--- config.mk ---
export PLATFORM = sky130hd
export DESIGN_NAME = dmem_arbiter
export DESIGN_NICKNAME = d
export VERILOG_FILES = /design/src/rtl/dmem_arbiter_pkg.sv /design/src/rtl/dmem_rr_pick.sv /design/src/rtl/dmem_arbiter.sv
export SDC_FILE = /design/constraint.sdc
export NUM_CORES = 1
export LEC_CHECK = 0
export CORE_AREA = 2 2 120 122
export CTS_CLUSTER_SIZE = 14
export DETAILED_ROUTE_END_ITERATION = 10
export DIE_AREA = 0 0 122 124
export PLACE_DENSITY_LB_ADDON = 0.08
export SYNTH_ARGS = -nofsm -noshare
export SYNTH_HDL_FRONTEND = slang
export SYNTH_HIERARCHICAL = 1
export SYNTH_SLANG_ARGS = --single-unit
--- constraint.sdc ---
create_clock -name clock -period 2.4 [get_ports clock]
set_clock_uncertainty 0.05 [all_clocks]
set_input_delay 0.48 -clock clock [delete_from_list [all_inputs] [get_ports clock]]
set_output_delay 0.48 -clock clock [all_outputs]
set_load 0.005 [all_outputs]
--- src/rtl/dmem_arbiter_pkg.sv ---
// Shared types for the data-memory arbiter: access modes, lock FSM states, request payload.
package dmem_arbiter_pkg;

    localparam int unsigned ADDR_W = 32;
    localparam int unsigned DATA_W = 32;
    localparam int unsigned MODE_W = 2;

    typedef enum logic [MODE_W-1:0] {
        MEM_BYTE = 2'd0,
        MEM_HALF = 2'd1,
        MEM_WORD = 2'd2
    } mem_mode_e;

    typedef enum logic [1:0] {
        ARB_IDLE = 2'd0,
        ARB_OWN0 = 2'd1,
        ARB_OWN1 = 2'd2
    } arb_state_e;

    // Mode is kept as raw bits so the reserved encoding 2'b11 passes through untouched.
    typedef struct packed {
        logic [ADDR_W-1:0] addr;
        logic [MODE_W-1:0] mode;
        logic              uns;
        logic              we;
        logic [DATA_W-1:0] wdata;
    } port_req_t;

endpackage

--- src/rtl/dmem_rr_pick.sv ---
// Two-input round-robin selector: masks requests by eligibility, breaks ties against last_gnt.
module dmem_rr_pick (
    input  logic [1:0] req,
    input  logic       last_gnt,
    input  logic [1:0] eligible,
    output logic [1:0] gnt_c
);

    logic [1:0] cand;

    always_comb begin
        cand  = req & eligible;
        gnt_c = 2'b00;
        if (cand == 2'b11) begin
            gnt_c = last_gnt ? 2'b01 : 2'b10;
        end else begin
            gnt_c = cand;
        end
    end

endmodule

--- src/rtl/dmem_arbiter.sv ---
// Shares one data_memory port between the LSU (port 0) and an auxiliary master (port 1).
// Optional ownership lock is enabled by defining DMEM_ARB_LOCK_EN.
module dmem_arbiter
    import dmem_arbiter_pkg::*;
#(
    parameter int unsigned LOCK_TIMEOUT = 16
) (
    input  logic              clock,
    input  logic              reset,
    input  logic              p0_req,
    input  logic [ADDR_W-1:0] p0_addr,
    input  logic [MODE_W-1:0] p0_mode,
    input  logic              p0_unsigned,
    input  logic              p0_we,
    input  logic [DATA_W-1:0] p0_wdata,
    input  logic              p0_lock,
    input  logic              p1_req,
    input  logic [ADDR_W-1:0] p1_addr,
    input  logic [MODE_W-1:0] p1_mode,
    input  logic              p1_unsigned,
    input  logic              p1_we,
    input  logic [DATA_W-1:0] p1_wdata,
    input  logic              p1_lock,
    output logic              p0_gnt,
    output logic              p1_gnt,
    output logic              p0_rvalid,
    output logic              p1_rvalid,
    output logic [DATA_W-1:0] p0_rdata,
    output logic [DATA_W-1:0] p1_rdata,
    output logic [ADDR_W-1:0] mem_address,
    output logic [MODE_W-1:0] mem_mode,
    output logic              mem_unsigned,
    output logic [DATA_W-1:0] mem_data,
    output logic              mem_wren,
    input  logic [DATA_W-1:0] mem_q
);

    port_req_t  req0;
    port_req_t  req1;
    port_req_t  sel_c;
    logic [1:0] eligible_c;
    logic [1:0] pick_c;
    logic [1:0] gnt_c;
    logic       load_gnt_c;

    logic       last_gnt;
    logic       rsp_valid;
    logic       rsp_port;
    logic       rsp_unsigned;

    assign req0 = {p0_addr, p0_mode, p0_unsigned, p0_we, p0_wdata};
    assign req1 = {p1_addr, p1_mode, p1_unsigned, p1_we, p1_wdata};

    dmem_rr_pick u_pick (
        .req      ({p1_req, p0_req}),
        .last_gnt (last_gnt),
        .eligible (eligible_c),
        .gnt_c    (pick_c)
    );

    // Nothing is issued while reset is held.
    assign gnt_c  = reset ? pick_c : 2'b00;
    assign p0_gnt = gnt_c[0];
    assign p1_gnt = gnt_c[1];

    // Memory port mux; idle cycles present a benign word read of address 0.
    always_comb begin
        sel_c       = gnt_c[1] ? req1 : req0;
        mem_address = '0;
        mem_mode    = MEM_WORD;
        mem_data    = '0;
        mem_wren    = 1'b0;
        load_gnt_c  = 1'b0;
        if (|gnt_c) begin
            mem_address = sel_c.addr;
            mem_mode    = sel_c.mode;
            mem_data    = sel_c.wdata;
            mem_wren    = sel_c.we;
            load_gnt_c  = ~sel_c.we;
        end
    end

    // Response tracking and round-robin history.
    always_ff @(posedge clock) begin
        if (!reset) begin
            rsp_valid    <= 1'b0;
            rsp_port     <= 1'b0;
            rsp_unsigned <= 1'b0;
            last_gnt     <= 1'b1;
        end else begin
            rsp_valid <= load_gnt_c;
            if (load_gnt_c) begin
                rsp_port     <= gnt_c[1];
                rsp_unsigned <= sel_c.uns;
            end
            if (|gnt_c) begin
                last_gnt <= gnt_c[1];
            end
        end
    end

    // The memory sign-extends at its output stage, so the flag follows the response, not the issue.
    assign mem_unsigned = reset & rsp_unsigned;
    assign p0_rvalid    = reset & rsp_valid & ~rsp_port;
    assign p1_rvalid    = reset & rsp_valid & rsp_port;
    assign p0_rdata     = p0_rvalid ? mem_q : '0;
    assign p1_rdata     = p1_rvalid ? mem_q : '0;

`ifdef DMEM_ARB_LOCK_EN
    localparam int unsigned CNT_W = $clog2(LOCK_TIMEOUT + 1);

    arb_state_e       state;
    arb_state_e       state_nxt;
    logic [CNT_W-1:0] idle_cnt;
    logic [CNT_W-1:0] idle_cnt_nxt;
    logic             timeout_c;

    assign timeout_c = (idle_cnt == CNT_W'(LOCK_TIMEOUT));

    // Eligibility depends only on registered state, keeping the grant path loop-free.
    always_comb begin
        eligible_c = 2'b11;
        if (!timeout_c) begin
            case (state)
                ARB_OWN0: eligible_c = 2'b01;
                ARB_OWN1: eligible_c = 2'b10;
                default:  eligible_c = 2'b11;
            endcase
        end
    end

    always_ff @(posedge clock) begin
        if (!reset) begin
            state    <= ARB_IDLE;
            idle_cnt <= '0;
        end else begin
            state    <= state_nxt;
            idle_cnt <= idle_cnt_nxt;
        end
    end

    always_comb begin
        state_nxt    = state;
        idle_cnt_nxt = idle_cnt;
        case (state)
            ARB_IDLE: begin
                idle_cnt_nxt = '0;
                if (gnt_c[0] && p0_lock) begin
                    state_nxt = ARB_OWN0;
                end else if (gnt_c[1] && p1_lock) begin
                    state_nxt = ARB_OWN1;
                end
            end
            ARB_OWN0: begin
                if (timeout_c || (gnt_c[0] && !p0_lock) || (!p0_req && !p0_lock)) begin
                    state_nxt    = ARB_IDLE;
                    idle_cnt_nxt = '0;
                end else if (gnt_c[0]) begin
                    idle_cnt_nxt = '0;
                end else begin
                    idle_cnt_nxt = idle_cnt + CNT_W'(1);
                end
            end
            ARB_OWN1: begin
                if (timeout_c || (gnt_c[1] && !p1_lock) || (!p1_req && !p1_lock)) begin
                    state_nxt    = ARB_IDLE;
                    idle_cnt_nxt = '0;
                end else if (gnt_c[1]) begin
                    idle_cnt_nxt = '0;
                end else begin
                    idle_cnt_nxt = idle_cnt + CNT_W'(1);
                end
            end
            default: begin
                state_nxt    = ARB_IDLE;
                idle_cnt_nxt = '0;
            end
        endcase
    end
`else
    logic unused_lock;

    assign eligible_c  = 2'b11;
    assign unused_lock = ^{p0_lock, p1_lock, 32'(LOCK_TIMEOUT)};
`endif

endmodule
==> results of run 1 <==
worst max path at each step:
stage,startpoint,slack (ps),to
after floorplan,p1_req,290,mem_data[10]
after global placement,p1_req,-590,mem_address[14]
after detailed placement,p1_req,-580,mem_address[24]
after CTS,p0_req,-150,mem_data[26]
after global routing,p1_req,-180,mem_data[12]
final,p1_req,-90,mem_data[12]
worst min-delay path: stages, from the launching register on:
cell and delay, ps:
dfxtp_1 320, nand2b_1 80, nand3b_1 70
routing by layer:
layer  global-route usage, %  vias up
met3                    4.85        6
li1                        -     1346
met2                    28.2      168
met5                       0        -
met1                    14.8     1297
met4                    4.02        0
state kept, by name (all words and copies together), names as in the netlist:
name and flops:
rsp_valid 1, last_gnt 1, rsp_unsigned 1, rsp_port 1
cell families after synthesis:
kind of cell,after synthesis,synth area share (%)
flops,4,5.92
mux,2,1.57
compound gates,72,46.0
other cells,1,0.277
simple gates,78,36.0
buf+inv,23,10.3
cells in the mapped netlist, types with 2 or more instances:
cell type | count | area [sq um]
and2_1 | 67 | 419
inv_1 | 2 | 7.51
buf_2 | 9 | 45.0
nand2_1 | 2 | 7.51
nor2_1 | 2 | 7.51
a22o_1 | 66 | 578
nor2b_1 | 3 | 18.8
buf_6 | 5 | 56.3
clkbuf_1 | 6 | 22.5
dfxtp_1 | 4 | 80.1
area by class of cell:
cell class	count	share of cell area, %
timing repair buffer	352	68.8
multi-input combinational	155	23.4
tap	180	4.50
sequential	4	1.60
clock buffer	3	1.50
inverter	2	0.150
antenna	1	0.0500
stage by stage:
step           TNS (ps)  area, sq um  std cells
4_1_cts           -1960         5020        691
3_3_place_gp     -62160         4760        666
2_1_floorplan         0         1360        182
3_5_place_dp     -61050         4760        666
5_1_grt           -2810         5010        697
6_report          -1330         5010        697
where the power goes:
group | total, mW | internal, mW | switching (mW)
clock network | 0.255 | 0.212 | 0.0428
registers | 0.0732 | 0.0707 | 0.00248
logic | 0.584 | 0.420 | 0.164
repair_timing:
action | in CTS | in global routing
setup buffers | 17 | 6
pin swaps | 9 | 5
gates resized for setup | 221 | 28
gates cloned | 6 | 0
setup endpoints to repair | 136 | 61
==> metrics, run 1 <==
status finished, violations left; failing checks setup timing; most frequent cells in the layout clkdlybuf4s50_1 (212), a22o_1 (66), and2_1 (65); CP Buf/Inv Count 3; reg2reg path depth 5; routed vias/inst 4.04; Final Hold Fails 0; crit-path cells buf_6 > nand2_4 > o211a_1 > and2_4 > nor2b_4 > buf_6 > a22o_1 > clkdlybuf4s50_1; Critical R2R Capture rsp_unsigned; R2R setup slack 870 ps; GP Congestion 0.820; Reg-to-Reg Start last_gnt; EDFF count, synth 0; CP Class primary input to output port; CTS sink cnt 4; Top Layer Used met4; worst slack, placed -577 ps; Max Cap Viol 0; register area share after synthesis 5.92%; worst skew pair latency 220 ps; Stages on worst setup path 8; storage element area 80.1 sq um; drt first-iter violations 58; met2 wire length 6080 um; RSZ-0062 raised after global routing yes; VDD IR-drop max 0.157 mV; layout cell share with drive strength beyond 1 19.8%; power per cell area 182 nW/um^2; Synth cell types 24; Die Wd 122 um; Clock Path Buffers 2; PortBufs 307; CTS tree built; Avg Inst Size Synth 7.51 sq um; drt total wl 11800 um; initial antenna violation count 2; row count 43; CP most frequent cell buf_6; Static Leak 2.44 nW; final setup fails 26; total number of vias 2817; crit end category output port; Async S/R FF share, synth 0%; Syn-to-layout area delta 270%; wl on met1 4280 um; Hold Slack 470 ps; H-tree levels 1; Routed Antenna Nets 0; Finished Core Util 36.5%; Min-Delay Path Class register to register; # IOs 310; Data arrival, critical path 1960 ps; fin crit share 104%; vias in the first global route 2883; Root Buffer clkbuf_16; DP HPWL 9370 um; total CTS buffers 3; Post-Syn Area 1350 sq um; Initial Util 9.86%; slowest cell delay on critical path 490 ps; largest net degree at the start of global routing 18; DRC errors left 0; core area 13700 sq um; met3 routed WL 1310 um; minimum clock period 2490 ps; Ys Warns 6; worst hold endpoint last_gnt; number of fill cells 1444; gr usage total 14.5%; Die H 124 um; Final #Nets 692; slowest cell on the critical path clkdlybuf4s50_1; Pwr Total 0.913 mW; Final WS setup -90.5 ps; hold path depth 2; die area 15100 sq um; fmax 402 MHz; TritonRoute pass-1 iters 4; Reg clk slew, reported paths 30 ps; min-delay src last_gnt; DR WL/cell 17.0 um; Cells after Synth 180; most common cell after layout, fill and taps aside clkdlybuf4s50_1; #FFs+latches synth 4; multi-input combinational cell area 1170 sq um; crit start category primary input; hold_buf cts 0; Max FO, Critical Path 12; first-pass GRT wire length 16600 um; largest delay contributor family on the critical path buffers and inverters; GR Overflow Total 0; CP required 1870 ps; Slew Viols, Final 0; leading register cell type out of synthesis dfxtp_1
(Power assumes the default switching activity.)
==> run 2: changes to the inputs <==
--- a/config.mk
+++ b/config.mk
@@ -9,6 +9,7 @@
 export CTS_CLUSTER_SIZE = 14
 export DETAILED_ROUTE_END_ITERATION = 10
 export DIE_AREA = 0 0 122 124
+export GPL_TIMING_DRIVEN = 0
 export PLACE_DENSITY_LB_ADDON = 0.08
 export SYNTH_ARGS = -nofsm -noshare
 export SYNTH_HDL_FRONTEND = slang
==> run 2 against run 1 <==
Against the previous run:
- the flow now finishes without violations
- hold slack worse by 15 ps
- non-clock buffer count is 4 lower
- register-to-register slack worse by 30 ps
- power is 1.5% lower
- critical path depth is 2 higher
- critical path type unchanged
==> metrics, run 2 (same netlist as run 1, synthesis figures left out) <==
status completed (was finished, violations left); DP HPWL 9460 um (was 9370 um); Syn-to-layout area delta 262% (was 270%); drt first-iter violations 46 (was 58); Critical R2R Capture rsp_unsigned (unchanged); CTS tree built (unchanged); row count 43 (unchanged); drt total wl 11300 um (was 11800 um); hold path depth 2 (unchanged); CTS sink cnt 4 (unchanged); fmax 424 MHz (was 402 MHz); Max FO, Critical Path 7 (was 12); minimum clock period 2360 ps (was 2490 ps); H-tree levels 1 (unchanged); slowest cell on the critical path o211a_1 (was clkdlybuf4s50_1); met3 routed WL 1390 um (was 1310 um); final instance area 4890 sq um (was 5010 sq um); Routed Antenna Nets 0 (unchanged); Root Buffer clkbuf_16 (unchanged); Pwr Total 0.899 mW (was 0.913 mW); CP most frequent cell buf_6 (unchanged); routed vias/inst 3.98 (was 4.04); Slew Viols, Final 0 (unchanged); core area 13700 sq um (unchanged); Final #Nets 688 (was 692); initial antenna violation count 1 (was 2); largest net degree at the start of global routing 11 (was 18); DRC errors left 0 (unchanged); CP Buf/Inv Count 5 (was 3); Static Leak 2.15 nW (was 2.44 nW); first-pass GRT wire length 15800 um (was 16600 um); crit-path cells buf_6 > nand2_4 > o211a_1 > and2_4 > nor2b_4 > buf_12 > buf_6 > buf_4 > a22o_1 > buf_2 (was buf_6 > nand2_4 > o211a_1 > and2_4 > nor2b_4 > buf_6 > a22o_1 > clkdlybuf4s50_1); Post-DP Area 4660 sq um (was 4760 sq um); gr usage total 13.6% (was 14.5%); wl on met1 3860 um (was 4280 um); GR Overflow Total 0 (unchanged); CP Class primary input to output port (unchanged); TritonRoute pass-1 iters 4 (unchanged); layout cell share with drive strength beyond 1 18.9% (was 19.8%); Die Wd 122 um (unchanged); number of fill cells 1447 (was 1444); CP required 1870 ps (about the same); PortBufs 307 (unchanged); Die H 124 um (unchanged); total CTS buffers 3 (unchanged); VDD IR-drop max 0.219 mV (was 0.157 mV); Stages on worst setup path 10 (was 8); largest delay contributor family on the critical path buffers and inverters (unchanged); final setup fails 0 (was 26); Data arrival, critical path 1830 ps (was 1960 ps); Final WS setup 39.7 ps (was -90.5 ps); Max Cap Viol 0 (unchanged); worst hold endpoint last_gnt (unchanged); reg2reg path depth 5 (unchanged); R2R setup slack 840 ps (was 870 ps); # IOs 310 (unchanged); worst skew pair latency 220 ps (about the same); Hold Slack 455 ps (was 470 ps); most common cell after layout, fill and taps aside clkdlybuf4s50_1 (unchanged); most frequent cells in the layout clkdlybuf4s50_1 (237), a22o_1 (66), and2_1 (65) (was clkdlybuf4s50_1 (212), a22o_1 (66), and2_1 (65)); Finished Core Util 35.7% (was 36.5%); total number of vias 2756 (was 2817); Final Hold Fails 0 (unchanged); min-delay src last_gnt (unchanged); crit start category primary input (unchanged); DR WL/cell 16.4 um (was 17.0 um); Initial Util 9.86% (unchanged); Min-Delay Path Class register to register (unchanged); hold_buf cts 0 (unchanged); crit end category output port (unchanged); worst slack, placed -1050 ps (was -577 ps); fin crit share 98.3% (was 104%); Reg clk slew, reported paths 30 ps (about the same); power per cell area 184 nW/um^2 (was 182 nW/um^2); Clock Path Buffers 2 (unchanged); die area 15100 sq um (unchanged); GP Congestion 0.767 (was 0.820); met2 wire length 5930 um (was 6080 um); vias in the first global route 2874 (was 2883); Top Layer Used met4 (unchanged); slowest cell delay on critical path 220 ps (was 490 ps); Reg-to-Reg Start last_gnt (unchanged)
## run 2: how the worst max path moves through the flow
stage / startpoint / endpoint / slack, ps
after floorplan: p1_req / mem_data[10] / 290
after global placement: p1_req / mem_data[8] / -1050
after detailed placement: p1_req / mem_data[8] / -1050
after CTS: p1_req / mem_data[3] / -90
after global routing: p1_req / mem_address[20] / -4
final: p1_req / mem_address[20] / 40
## run 2: per-stage QoR
stage | TNS (ps) | std cells
2_1_floorplan | 0 | 182
3_3_place_gp | -96600 | 669
3_5_place_dp | -99620 | 669
4_1_cts | -400 | 690
5_1_grt | -7.74 | 693
6_report | 0 | 693
## run 2: repair_timing
action / 4_1_cts / 5_1_grt
gates resized for setup: 245 / 7
hold endpoints to repair: 0 / 0
pin swaps: 10 / 7
endpoints found under the setup margin: 135 / 85
cloned: 5 / 0
setup buffers: 14 / 3
## run 2: cell type report
class	count	area [sq um]	area share, %
Sequential cell	4	81.3	1.66
Tap cell	180	225	4.60
Buffer	20	199	4.06
Inverter	2	7.51	0.153
Antenna cell	1	2.50	0.0511
Multi-Input combinational cell	155	1180	24.1
Timing Repair Buffer	328	3120	63.8
Clock buffer	3	75.1	1.53
## run 2: per-layer routing
metal	vias to the layer above	track usage (%)
met3	8	5.17
li1	1330	-
met1	1250	13.4
met2	168	27.0
met5	-	0
met4	0	2.87
## run 2: worst min-delay path: stages, from the launching register on
cell	delay, ps
dfxtp_2	330
nand2b_1	70
nand3b_1	60
## run 2: report_power, final
| part | switching (mW) | internal (mW) |
|---|---|---|
| clock | 0.0452 | 0.213 |
| sequential | 0.00273 | 0.0709 |
| combinational | 0.156 | 0.411 |
| total | 0.204 | 0.695 |
